**config.mk**
```make
export PLATFORM = sky130hd
export DESIGN_NAME = mini_cpu_p
export DESIGN_NICKNAME = d
export VERILOG_FILES = /design/src/rtl/mini_cpu_pkg.sv /design/src/rtl/mini_cpu_alu.sv /design/src/rtl/mini_cpu_p.sv
export SDC_FILE = /design/constraint.sdc
export NUM_CORES = 2
export LEC_CHECK = 0
export CAP_MARGIN = 20
export CELL_PAD_IN_SITES_DETAIL_PLACEMENT = 1
export CELL_PAD_IN_SITES_GLOBAL_PLACEMENT = 1
export CORE_MARGIN = 2
export CORE_UTILIZATION = 46
export CTS_CLUSTER_DIAMETER = 200
export DETAILED_ROUTE_END_ITERATION = 12
export GPL_TIMING_DRIVEN = 0
export PLACE_DENSITY_LB_ADDON = 0.1
export SLEW_MARGIN = 0
export SYNTH_ARGS = -nofsm -noshare
export SYNTH_HDL_FRONTEND = slang
export SYNTH_SLANG_ARGS = --single-unit
```
**constraint.sdc**
```tcl
create_clock -name clk -period 5.6 [get_ports clk]
set_input_delay 1.12 -clock clk [delete_from_list [all_inputs] [get_ports clk]]
set_output_delay 1.12 -clock clk [all_outputs]
set_load 0.1 [all_outputs]
```
**src/rtl/mini_cpu_pkg.sv**
```systemverilog
// -----------------------------------------------------------------------------
// mini_cpu_pkg
// Shared definitions for the mini_cpu_p core: opcode values, FSM state
// encodings, ALU operation codes and a small decode helper.
// -----------------------------------------------------------------------------
package mini_cpu_pkg;

    // Opcode field values (instruction bits [15:12]).
    localparam logic [3:0] OP_NOP  = 4'h0;
    localparam logic [3:0] OP_LD   = 4'h1;
    localparam logic [3:0] OP_ST   = 4'h2;
    localparam logic [3:0] OP_LDI  = 4'h3;
    localparam logic [3:0] OP_BCS  = 4'h4;
    localparam logic [3:0] OP_BEQ  = 4'h8;
    localparam logic [3:0] OP_BNE  = 4'h9;
    localparam logic [3:0] OP_ADD  = 4'hA;
    localparam logic [3:0] OP_ADDI = 4'hB;
    localparam logic [3:0] OP_SUB  = 4'hC;
    localparam logic [3:0] OP_CMP  = 4'hD;
    localparam logic [3:0] OP_JMP  = 4'hE;
    localparam logic [3:0] OP_HALT = 4'hF;

    // FSM states; the encoding is visible on dbg_state.
    typedef enum logic [2:0] {
        ST_FETCH  = 3'd0,
        ST_DECODE = 3'd1,
        ST_EXEC   = 3'd2,
        ST_MEM    = 3'd3,
        ST_WB     = 3'd4,
        ST_HALT   = 3'd5
    } state_e;

    // ALU operations.
    typedef enum logic [1:0] {
        ALU_ADD  = 2'd0,
        ALU_SUB  = 2'd1,
        ALU_PASS = 2'd2
    } alu_op_e;

    // Opcodes that write rd during WB.
    function automatic logic writes_rd(input logic [3:0] op);
        return (op == OP_LD)  || (op == OP_LDI) || (op == OP_ADD) ||
               (op == OP_ADDI) || (op == OP_SUB);
    endfunction

endpackage

```
**src/rtl/mini_cpu_alu.sv**
```systemverilog
// -----------------------------------------------------------------------------
// mini_cpu_alu
// Purely combinational ALU for mini_cpu_p.
//   a, b    : operands (DATA_W)
//   op      : ALU_ADD / ALU_SUB / ALU_PASS (passes b)
//   result  : DATA_W result
//   carry   : carry-out for add, borrow for sub, 0 for pass
//   zero    : result == 0
// -----------------------------------------------------------------------------
module mini_cpu_alu
    import mini_cpu_pkg::*;
#(
    parameter int DATA_W = 8
) (
    input  logic [DATA_W-1:0] a,
    input  logic [DATA_W-1:0] b,
    input  alu_op_e           op,
    output logic [DATA_W-1:0] result,
    output logic              carry,
    output logic              zero
);

    // One extra bit captures carry-out on add and borrow on sub: with both
    // operands zero-extended, the top bit of a-b is set exactly when a < b.
    logic [DATA_W:0] wide;

    always_comb begin
        wide = '0;
        case (op)
            ALU_ADD:  wide = {1'b0, a} + {1'b0, b};
            ALU_SUB:  wide = {1'b0, a} - {1'b0, b};
            ALU_PASS: wide = {1'b0, b};
            default:  wide = '0;
        endcase
    end

    assign result = wide[DATA_W-1:0];
    assign carry  = wide[DATA_W];
    assign zero   = (result == '0);

endmodule

```
**src/rtl/mini_cpu_p.sv**
```systemverilog
// -----------------------------------------------------------------------------
// mini_cpu_p
// Four-register, 16-bit-instruction, multi-cycle mini CPU core with data
// memory load/store over a req/ack handshake, Z/C flags and clean pause at
// instruction boundaries.
//
// Optional build macro: MINI_CPU_ILLEGAL_TRAP_EN
//   defined   - opcodes 5..7 halt the core and raise the sticky 'illegal' output
//   undefined - opcodes 5..7 execute as NOP and 'illegal' does not exist
//
// Ports:
//   clk, rst          clock; synchronous active-high reset
//   en                run enable, sampled only in FETCH (0 = pause there)
//   imem_we/addr/wdata  instruction memory write port (only while paused)
//   rf_we/addr/wdata    register preload port (only while paused)
//   dmem_req/we/addr/wdata, dmem_rdata/ack   data memory handshake
//   PC, halt, zero_flag, carry_flag          architectural status
//   dbg_regs {r3,r2,r1,r0}, dbg_state        debug visibility
// -----------------------------------------------------------------------------
module mini_cpu_p
    import mini_cpu_pkg::*;
#(
    parameter int DATA_W = 8,
    parameter int PC_W   = 8
) (
    input  logic                clk,
    input  logic                rst,
    input  logic                en,
    input  logic                imem_we,
    input  logic [PC_W-1:0]     imem_addr,
    input  logic [15:0]         imem_wdata,
    input  logic                rf_we,
    input  logic [1:0]          rf_addr,
    input  logic [DATA_W-1:0]   rf_wdata,
    output logic                dmem_req,
    output logic                dmem_we,
    output logic [DATA_W-1:0]   dmem_addr,
    output logic [DATA_W-1:0]   dmem_wdata,
    input  logic [DATA_W-1:0]   dmem_rdata,
    input  logic                dmem_ack,
    output logic [PC_W-1:0]     PC,
    output logic                halt,
    output logic                zero_flag,
    output logic                carry_flag,
    output logic [4*DATA_W-1:0] dbg_regs,
    output logic [2:0]          dbg_state
`ifdef MINI_CPU_ILLEGAL_TRAP_EN
    ,
    output logic                illegal
`endif
);

    // ---------------------------------------------------------------- state
    state_e            state_q, state_d;
    logic [PC_W-1:0]   pc_q,    pc_d;
    logic [15:0]       ir_q,    ir_d;
    logic [DATA_W-1:0] regs_q [4];
    logic [DATA_W-1:0] regs_d [4];
    // Holds the ALU result from EXEC (also the LD/ST address during MEM) and
    // is overwritten by load data on the ack cycle for WB.
    logic [DATA_W-1:0] res_q,   res_d;
    logic              z_q,     z_d;
    logic              c_q,     c_d;
`ifdef MINI_CPU_ILLEGAL_TRAP_EN
    logic              ill_q,   ill_d;
`endif

    logic [15:0]       imem [2**PC_W];

    // --------------------------------------------------------------- decode
    logic [3:0]        op;
    logic [1:0]        rd, rs;
    logic [7:0]        imm;
    logic [DATA_W-1:0] rd_val, rs_val;
    logic [DATA_W-1:0] imm_dw;
    logic [PC_W-1:0]   imm_pc;
    logic              paused;
    logic              branch_taken;

    assign op     = ir_q[15:12];
    assign rd     = ir_q[11:10];
    assign rs     = ir_q[9:8];
    assign imm    = ir_q[7:0];
    assign rd_val = regs_q[rd];
    assign rs_val = regs_q[rs];
    assign imm_dw = DATA_W'($signed(imm));
    assign imm_pc = PC_W'($signed(imm));

    // Loader ports are honoured only at a clean instruction boundary.
    assign paused = ((state_q == ST_FETCH) && !en) || (state_q == ST_HALT);

    always_comb begin
        case (op)
            OP_BCS:  branch_taken = c_q;
            OP_BEQ:  branch_taken = (rd_val == rs_val);
            OP_BNE:  branch_taken = (rd_val != rs_val);
            OP_JMP:  branch_taken = 1'b1;
            default: branch_taken = 1'b0;
        endcase
    end

    // ------------------------------------------------------------------ ALU
    logic [DATA_W-1:0] alu_a, alu_b, alu_res;
    alu_op_e           alu_op;
    logic              alu_carry, alu_zero;

    // NOTE: every signal assigned in always_comb gets a default first so no
    // path leaves it unassigned, which would otherwise infer a latch.
    always_comb begin
        alu_a  = rd_val;
        alu_b  = rs_val;
        alu_op = ALU_ADD;
        case (op)
            OP_SUB, OP_CMP: alu_op = ALU_SUB;
            OP_ADDI:        alu_b  = imm_dw;
            OP_LD, OP_ST: begin
                alu_a = rs_val;
                alu_b = imm_dw;
            end
            OP_LDI: begin
                alu_op = ALU_PASS;
                alu_b  = imm_dw;
            end
            default: ;
        endcase
    end

    mini_cpu_alu #(.DATA_W(DATA_W)) u_alu (
        .a      (alu_a),
        .b      (alu_b),
        .op     (alu_op),
        .result (alu_res),
        .carry  (alu_carry),
        .zero   (alu_zero)
    );

    // ------------------------------------------------ next state / datapath
    always_comb begin
        state_d = state_q;
        pc_d    = pc_q;
        ir_d    = ir_q;
        regs_d  = regs_q;
        res_d   = res_q;
        z_d     = z_q;
        c_d     = c_q;
`ifdef MINI_CPU_ILLEGAL_TRAP_EN
        ill_d   = ill_q;
`endif

        // Cannot collide with the WB write: WB is never a paused state.
        if (paused && rf_we) begin
            regs_d[rf_addr] = rf_wdata;
        end

        case (state_q)
            ST_FETCH: begin
                if (en) begin
                    ir_d    = imem[pc_q];
                    pc_d    = pc_q + 1'b1;
                    state_d = ST_DECODE;
                end
            end
            ST_DECODE: begin
                if (op == OP_HALT) begin
                    state_d = ST_HALT;
`ifdef MINI_CPU_ILLEGAL_TRAP_EN
                end else if (op inside {4'h5, 4'h6, 4'h7}) begin
                    state_d = ST_HALT;
                    ill_d   = 1'b1;
`endif
                end else begin
                    state_d = ST_EXEC;
                end
            end
            ST_EXEC: begin
                res_d = alu_res;
                case (op)
                    OP_ADD, OP_ADDI, OP_SUB, OP_CMP: begin
                        z_d = alu_zero;
                        c_d = alu_carry;
                    end
                    OP_LDI:  z_d = alu_zero;
                    default: ;
                endcase
                // PC was already incremented in FETCH; wraps mod 2**PC_W.
                if (branch_taken) begin
                    pc_d = pc_q + imm_pc;
                end
                state_d = ((op == OP_LD) || (op == OP_ST)) ? ST_MEM : ST_WB;
            end
            ST_MEM: begin
                if (dmem_ack) begin
                    if (op == OP_LD) begin
                        res_d   = dmem_rdata;
                        z_d     = (dmem_rdata == '0);
                        state_d = ST_WB;
                    end else begin
                        state_d = ST_FETCH;
                    end
                end
            end
            ST_WB: begin
                if (writes_rd(op)) begin
                    regs_d[rd] = res_q;
                end
                state_d = ST_FETCH;
            end
            ST_HALT: state_d = ST_HALT;
            default: state_d = ST_FETCH;
        endcase
    end

    // NOTE: state registers use non-blocking assignments so every flop
    // samples pre-edge values regardless of statement order.
    always_ff @(posedge clk) begin
        if (rst) begin
            state_q <= ST_FETCH;
            pc_q    <= '0;
            ir_q    <= '0;
            res_q   <= '0;
            z_q     <= 1'b0;
            c_q     <= 1'b0;
            for (int i = 0; i < 4; i++) begin
                regs_q[i] <= '0;
            end
`ifdef MINI_CPU_ILLEGAL_TRAP_EN
            ill_q   <= 1'b0;
`endif
        end else begin
            state_q <= state_d;
            pc_q    <= pc_d;
            ir_q    <= ir_d;
            res_q   <= res_d;
            z_q     <= z_d;
            c_q     <= c_d;
            regs_q  <= regs_d;
`ifdef MINI_CPU_ILLEGAL_TRAP_EN
            ill_q   <= ill_d;
`endif
        end
    end

    // NOTE: the instruction memory has no reset; it is always loaded before
    // use, and leaving it unreset lets it map onto RAM.
    always_ff @(posedge clk) begin
        if (paused && imem_we) begin
            imem[imem_addr] <= imem_wdata;
        end
    end

    // -------------------------------------------------------------- outputs
    // Request follows the MEM state, so a reset during MEM drops it one
    // cycle later along with the state.
    assign dmem_req   = (state_q == ST_MEM);
    assign dmem_we    = dmem_req && (op == OP_ST);
    assign dmem_addr  = res_q;
    assign dmem_wdata = rd_val;

    assign PC         = pc_q;
    assign halt       = (state_q == ST_HALT);
    assign zero_flag  = z_q;
    assign carry_flag = c_q;
    assign dbg_regs   = {regs_q[3], regs_q[2], regs_q[1], regs_q[0]};
    assign dbg_state  = state_q;
`ifdef MINI_CPU_ILLEGAL_TRAP_EN
    assign illegal    = ill_q;
`endif

endmodule

```
* Word-level counts from Yosys, hierarchy flattened
Memory sizes are Yosys's and may differ from the RTL's. A register that Yosys moved wholly into a read port is not among the register bits. Cells that the tools add are included.
Cells by class: add/subtract/negate cells 4, magnitude comparators 5, equality and inequality tests 26, multiplexer cells 38, bitwise operators 3, reduce and logical (&&, ||, !) cells 30
Operators with widths (number):
- $mux 32 | 3
- $mux 8 | 12
- $bwmux 32 | 2
- $bmux 8 s2 | 2
- $demux 8 s2 | 2
- $eq 4x4->1 const B | 8
- $pmux 8 s2 | 2
- $pmux 9 s3 | 1
- $logic_not 8->1 | 2
- $mux 3 | 5
- $pmux 3 s5 | 1
- $add 8x8->9 | 1
- $ge 3x3->1 const B | 3
- $not 2->3 | 3
- $sub 8x8->9 | 1
- $add 8x1->8 const B | 1
- $add 8x8->8 | 1
- $eq 4x2->1 const B | 2
- $eq 8x8->1 | 1
- $ne 8x8->1 | 1
- $reduce_or 4->1 | 2
- $eq 3x2->1 const B | 2
- $eq 3x3->1 const B | 2
- $logic_and 1x1->1 | 6
- 22 further kinds | 40
Storage, ports and cells: register bits 53, memory bits (writable) 4096, bits of input ports 48, output and inout bits 64, logic and storage cells 116, memories kept 1
Memory list:
- imem | depth 256, width 16, read ports 1, clocked after memory_dff 1, write ports 1, line mini_cpu_p.sv:68 | logic [15:0] imem [2**PC_W];

* Logic depth before layout (Yosys ltp)
depth after elaboration 10, depth in mapped cells 17, mapped depth without buffers 15

* Modules after synthesis
From an unflattened synthesis, not the netlist that was laid out.
Unflattened totals: cells, all modules 6786, area total of the unflattened synthesis 161015.7 um^2
Modules (own cells, without submodules):
- mini_cpu_p | instances 1, cells an instance 6676, area each 160263.7 um^2, sequential area each 124379.3 um^2
- mini_cpu_alu | instances 1, cells an instance 110, area each 752.0 um^2, sequential area each 0.0 um^2

* Least setup slack after synthesis
No wires, ideal clock.
path kind reg2out, start point register state_q[0] (netlist: dbg_state[0]), end point output port dmem_we, data arrival time 4.910 ns, required time 4.480 ns, path slack -0.430 ns, cell stages (with the launch flop) 7, buffers on the path 3, cells stage by stage dfxtp_1 -> clkbuf_1 -> inv_1 -> or2_2 -> clkbuf_1 -> clkbuf_1 -> nor4_1
Between the ends: cells in the longest elaborated chain, start to end 2
Ends and longest elaborated chain:
- from (decl) | line mini_cpu_p.sv:54 | state_e state_q, state_d;
- from (signal assigned) | line mini_cpu_p.sv:230 | state_q <= state_d;
- $eq 3x2->1 | line mini_cpu_p.sv:254 | assign dmem_req = (state_q == ST_MEM);
- $logic_and 1x1->1 | line mini_cpu_p.sv:255 | assign dmem_we = dmem_req && (op == OP_ST);
- to (decl) | line mini_cpu_p.sv:36 | output logic dmem_we,
Every way passes these cells.

==> results.cfg <==
[sta]
finalWorstSetupSlack_ns = -0.0877
finalSetupViolCount = 2
worst-slew-pin-transition_ns = 1.32
hold_viol_final = 0
rsz0062_at_grt = no
relSlewSlack_pct = 9.42
post-route-period-util_pct = 102
min_period_ns = 5.69
setup_tns_ns = -0.116
finClkSkew_ns = 0.0516
timing.fmax_mhz = 176
drv_slew = 0

[drt]
vias = 82500
via_per_inst = 6.46
ant_nets = 0
dr.pass1.iters = 5
routedWlPerCell_um = 42.6
dr.first_iter.drc_count = 12100
drt_wl_total_mm = 544
drc_errors = 0

[final_layout]
final_area_um2 = 190000
final_cell_mix = 4096 x edfxtp_1, 1274 x mux4_2, 446 x clkbuf_16
fill_cells = 29300
area_growth_pct = 17.6
stdcell_count = 12800
layout-drive-gt1-share_pct = 33.8
fin_nets = 7857
final_common_cell = edfxtp_1

[grt]
grt_pass1_vias = 83300
grt_pass1_wl_mm = 733
overflow = 0
grt.total_usage_pct = 30.7
grt_max_degree = 158
antenna_found_initial = 40

[critical_path]
r2r_setup_slack_ns = -0.09
critPathLaunchType = flop
crit_type = reg2reg
cp.arrival_ns = 6.54
end_kind = flop
crit_required_ns = 6.45
path_max_fanout = 10

[run]
maxCapViolations = 0

[logic_synthesis]
synth-seq-cells = 4165
ys_warn_count = 0
synth_area_um2 = 161000
synth_enable_flop_cells = 4096
synth_ff_type = edfxtp_1
synth_top_area_share_pct = 76.3
seq_area_frac_synth_pct = 77.1
async_flop_share_pct = 0
syn_inst = 6879
synth_nets = 6944
yosys.area.top_type = edfxtp_1
syn_avg_cell_area_um2 = 23.4
ys_types = 59
yosys-top-cells-area = edfxtp_1 76%, mux4_2 18%, dfxtp_1 0.86%, nor2_1 0.77%, mux2i_1 0.65%

[clocking]
clk_latency_ns = 1.01
cts_tree = done
cts_root_buffer = clkbuf_16
htree_levels = 5
cts.reportedPaths.clkPinSlew_ns = 0.07
cts_buffers = 438
clock-sinks = 4165
postCtsSetupRepairBufs = 0
cts_buffer_depth = 4

[run_status]
violations = negative setup slack
status = complete, but fails checks

[floorplan]
die_width_um = 596
dieArea_um2 = 355000
die_h_um = 596
io_pins = 112
initial_core_util_pct = 46.2
coreArea_um2 = 349000
rows = 217

[placement]
io_buffers = 111
place_area_um2 = 176000
gp_congestion = 0.947
hpwl_mm = 381
dp_cells = 11900

[power_and_ir_drop]
finalPower_mw = 74.7
peakVddDrop_v = 0.000276
p_per_area_nw_per_um2 = 394
p_leak_nw = 57.7

[min_path]
holdCritPathClass = in2reg
-- cells by family after synthesis --
group                      synth area share [%]
buffers and inverters                      1.13
and+or+nand+nor                            1.70
muxes                                      18.7
adders and majority gates                 0.141
DFF                                        77.1
AOI/OAI and AO/OA                          1.08
xor gates and xnor gates                  0.130
-- power by group --
part | internal [mW] | total [mW] | switching (mW)
clock | 16.3 | 28.7 | 12.4
sequential | 34.3 | 34.4 | 0.0899
combinational | 4.41 | 11.6 | 7.19
-- critical path: stages, from the launching register on --
cell and delay (ns):
dfxtp_1 0.46, buf_2 0.32, buf_2 0.62, buf_1 0.82
clkbuf_1 0.70, mux4_2 0.43, mux4_2 0.52, mux2i_1 0.86
a211oi_1 0.33, nor3_1 0.24, nand2_1 0.18
-- metrics by stage --
step                hold WS, ns  setup slack [ns]  utilization (%)
CTS                       0.331            0.0689             54.3
global route              0.364            0.0442             54.3
detailed placement        0.514            -0.514             50.3
global placement          0.527             -5.41             48.2
floorplan                 0.439             0.737                -
finish                    0.390           -0.0877             54.3
-- registers in the layout, indices dropped and copies added (netlist names) --
name / cells
imem: 4096
dbg_state: 3
PC: 8
dmem_addr: 8
ir_q: 16
carry_flag: 1
dbg_regs: 32
zero_flag: 1
-- Yosys cell counts (all sizes together), types with 2 or more instances --
| cell type | count |
|---|---|
| inv | 12 |
| xnor2 | 12 |
| o2bb2ai | 6 |
| nor3b | 8 |
| edfxtp | 4096 |
| fa | 2 |
| a21oi | 42 |
| clkbuf | 195 |
| or2 | 4 |
| nand3b | 5 |
| mux2i | 105 |
| nand2 | 68 |
| buf | 194 |
| o21bai | 2 |
| a41oi | 2 |
| a31oi | 6 |
| xor2 | 12 |
| o211ai | 8 |
| nand4 | 11 |
| nor4 | 18 |
| nand2b | 12 |
| a211oi | 121 |
| nor2b | 58 |
| mux4 | 1274 |
| or4 | 2 |
| a211o | 2 |
| and2 | 2 |
| o21ai | 9 |
| nor2 | 329 |
| nand3 | 22 |
| ha | 15 |
| or3 | 5 |
| a21o | 3 |
| a311oi | 2 |
| o22ai | 33 |
| o21a | 4 |
| mux2 | 39 |
| and3 | 6 |
| dfxtp | 69 |
| nor3 | 45 |
| a2111oi | 4 |
| nor4b | 3 |
-- metal layers --
layer | wire length, um | vias up | global-route usage [%]
li1 | - | 31500 | -
met4 | 27600 | 24 | 13.5
met2 | 254000 | 4339 | 47.4
met1 | 217000 | 45800 | 43.2
met5 | 448 | - | 0.595
met3 | 46200 | 908 | 5.50
-- final cells by class --
type | instances | area, um2 | share of cell area [%]
clock buffers | 544 | 11500 | 6.08
plain buffers | 389 | 1850 | 0.973
well taps | 4599 | 5750 | 3.03
inverters | 12 | 45.0 | 0.0237
clock inverters | 261 | 2390 | 1.26
multi-input cells | 2313 | 35800 | 18.9
flip-flops and latches | 4165 | 124000 | 65.6
diodes | 20 | 50.0 | 0.0264
repair buffers | 473 | 7910 | 4.17
-- path summary, 6_finish.rpt --
kind | start | endpoint | depth (start not counted)
max | PC[1] | ir_q[13] | 10
min | imem_wdata[6] | imem[111][6] | 1
max reg2reg | PC[1] | ir_q[13] | 10
min reg2reg | zero_flag | zero_flag | 2
-- timing repair --
item	in CTS	in global routing
setup endpoints to repair	4	4
resized for setup	10	5
gates cloned	0	0
endpoints found under the hold margin	0	0
pin swaps	0	0
hold buffers	0	0
(Power assumes the default switching activity.)
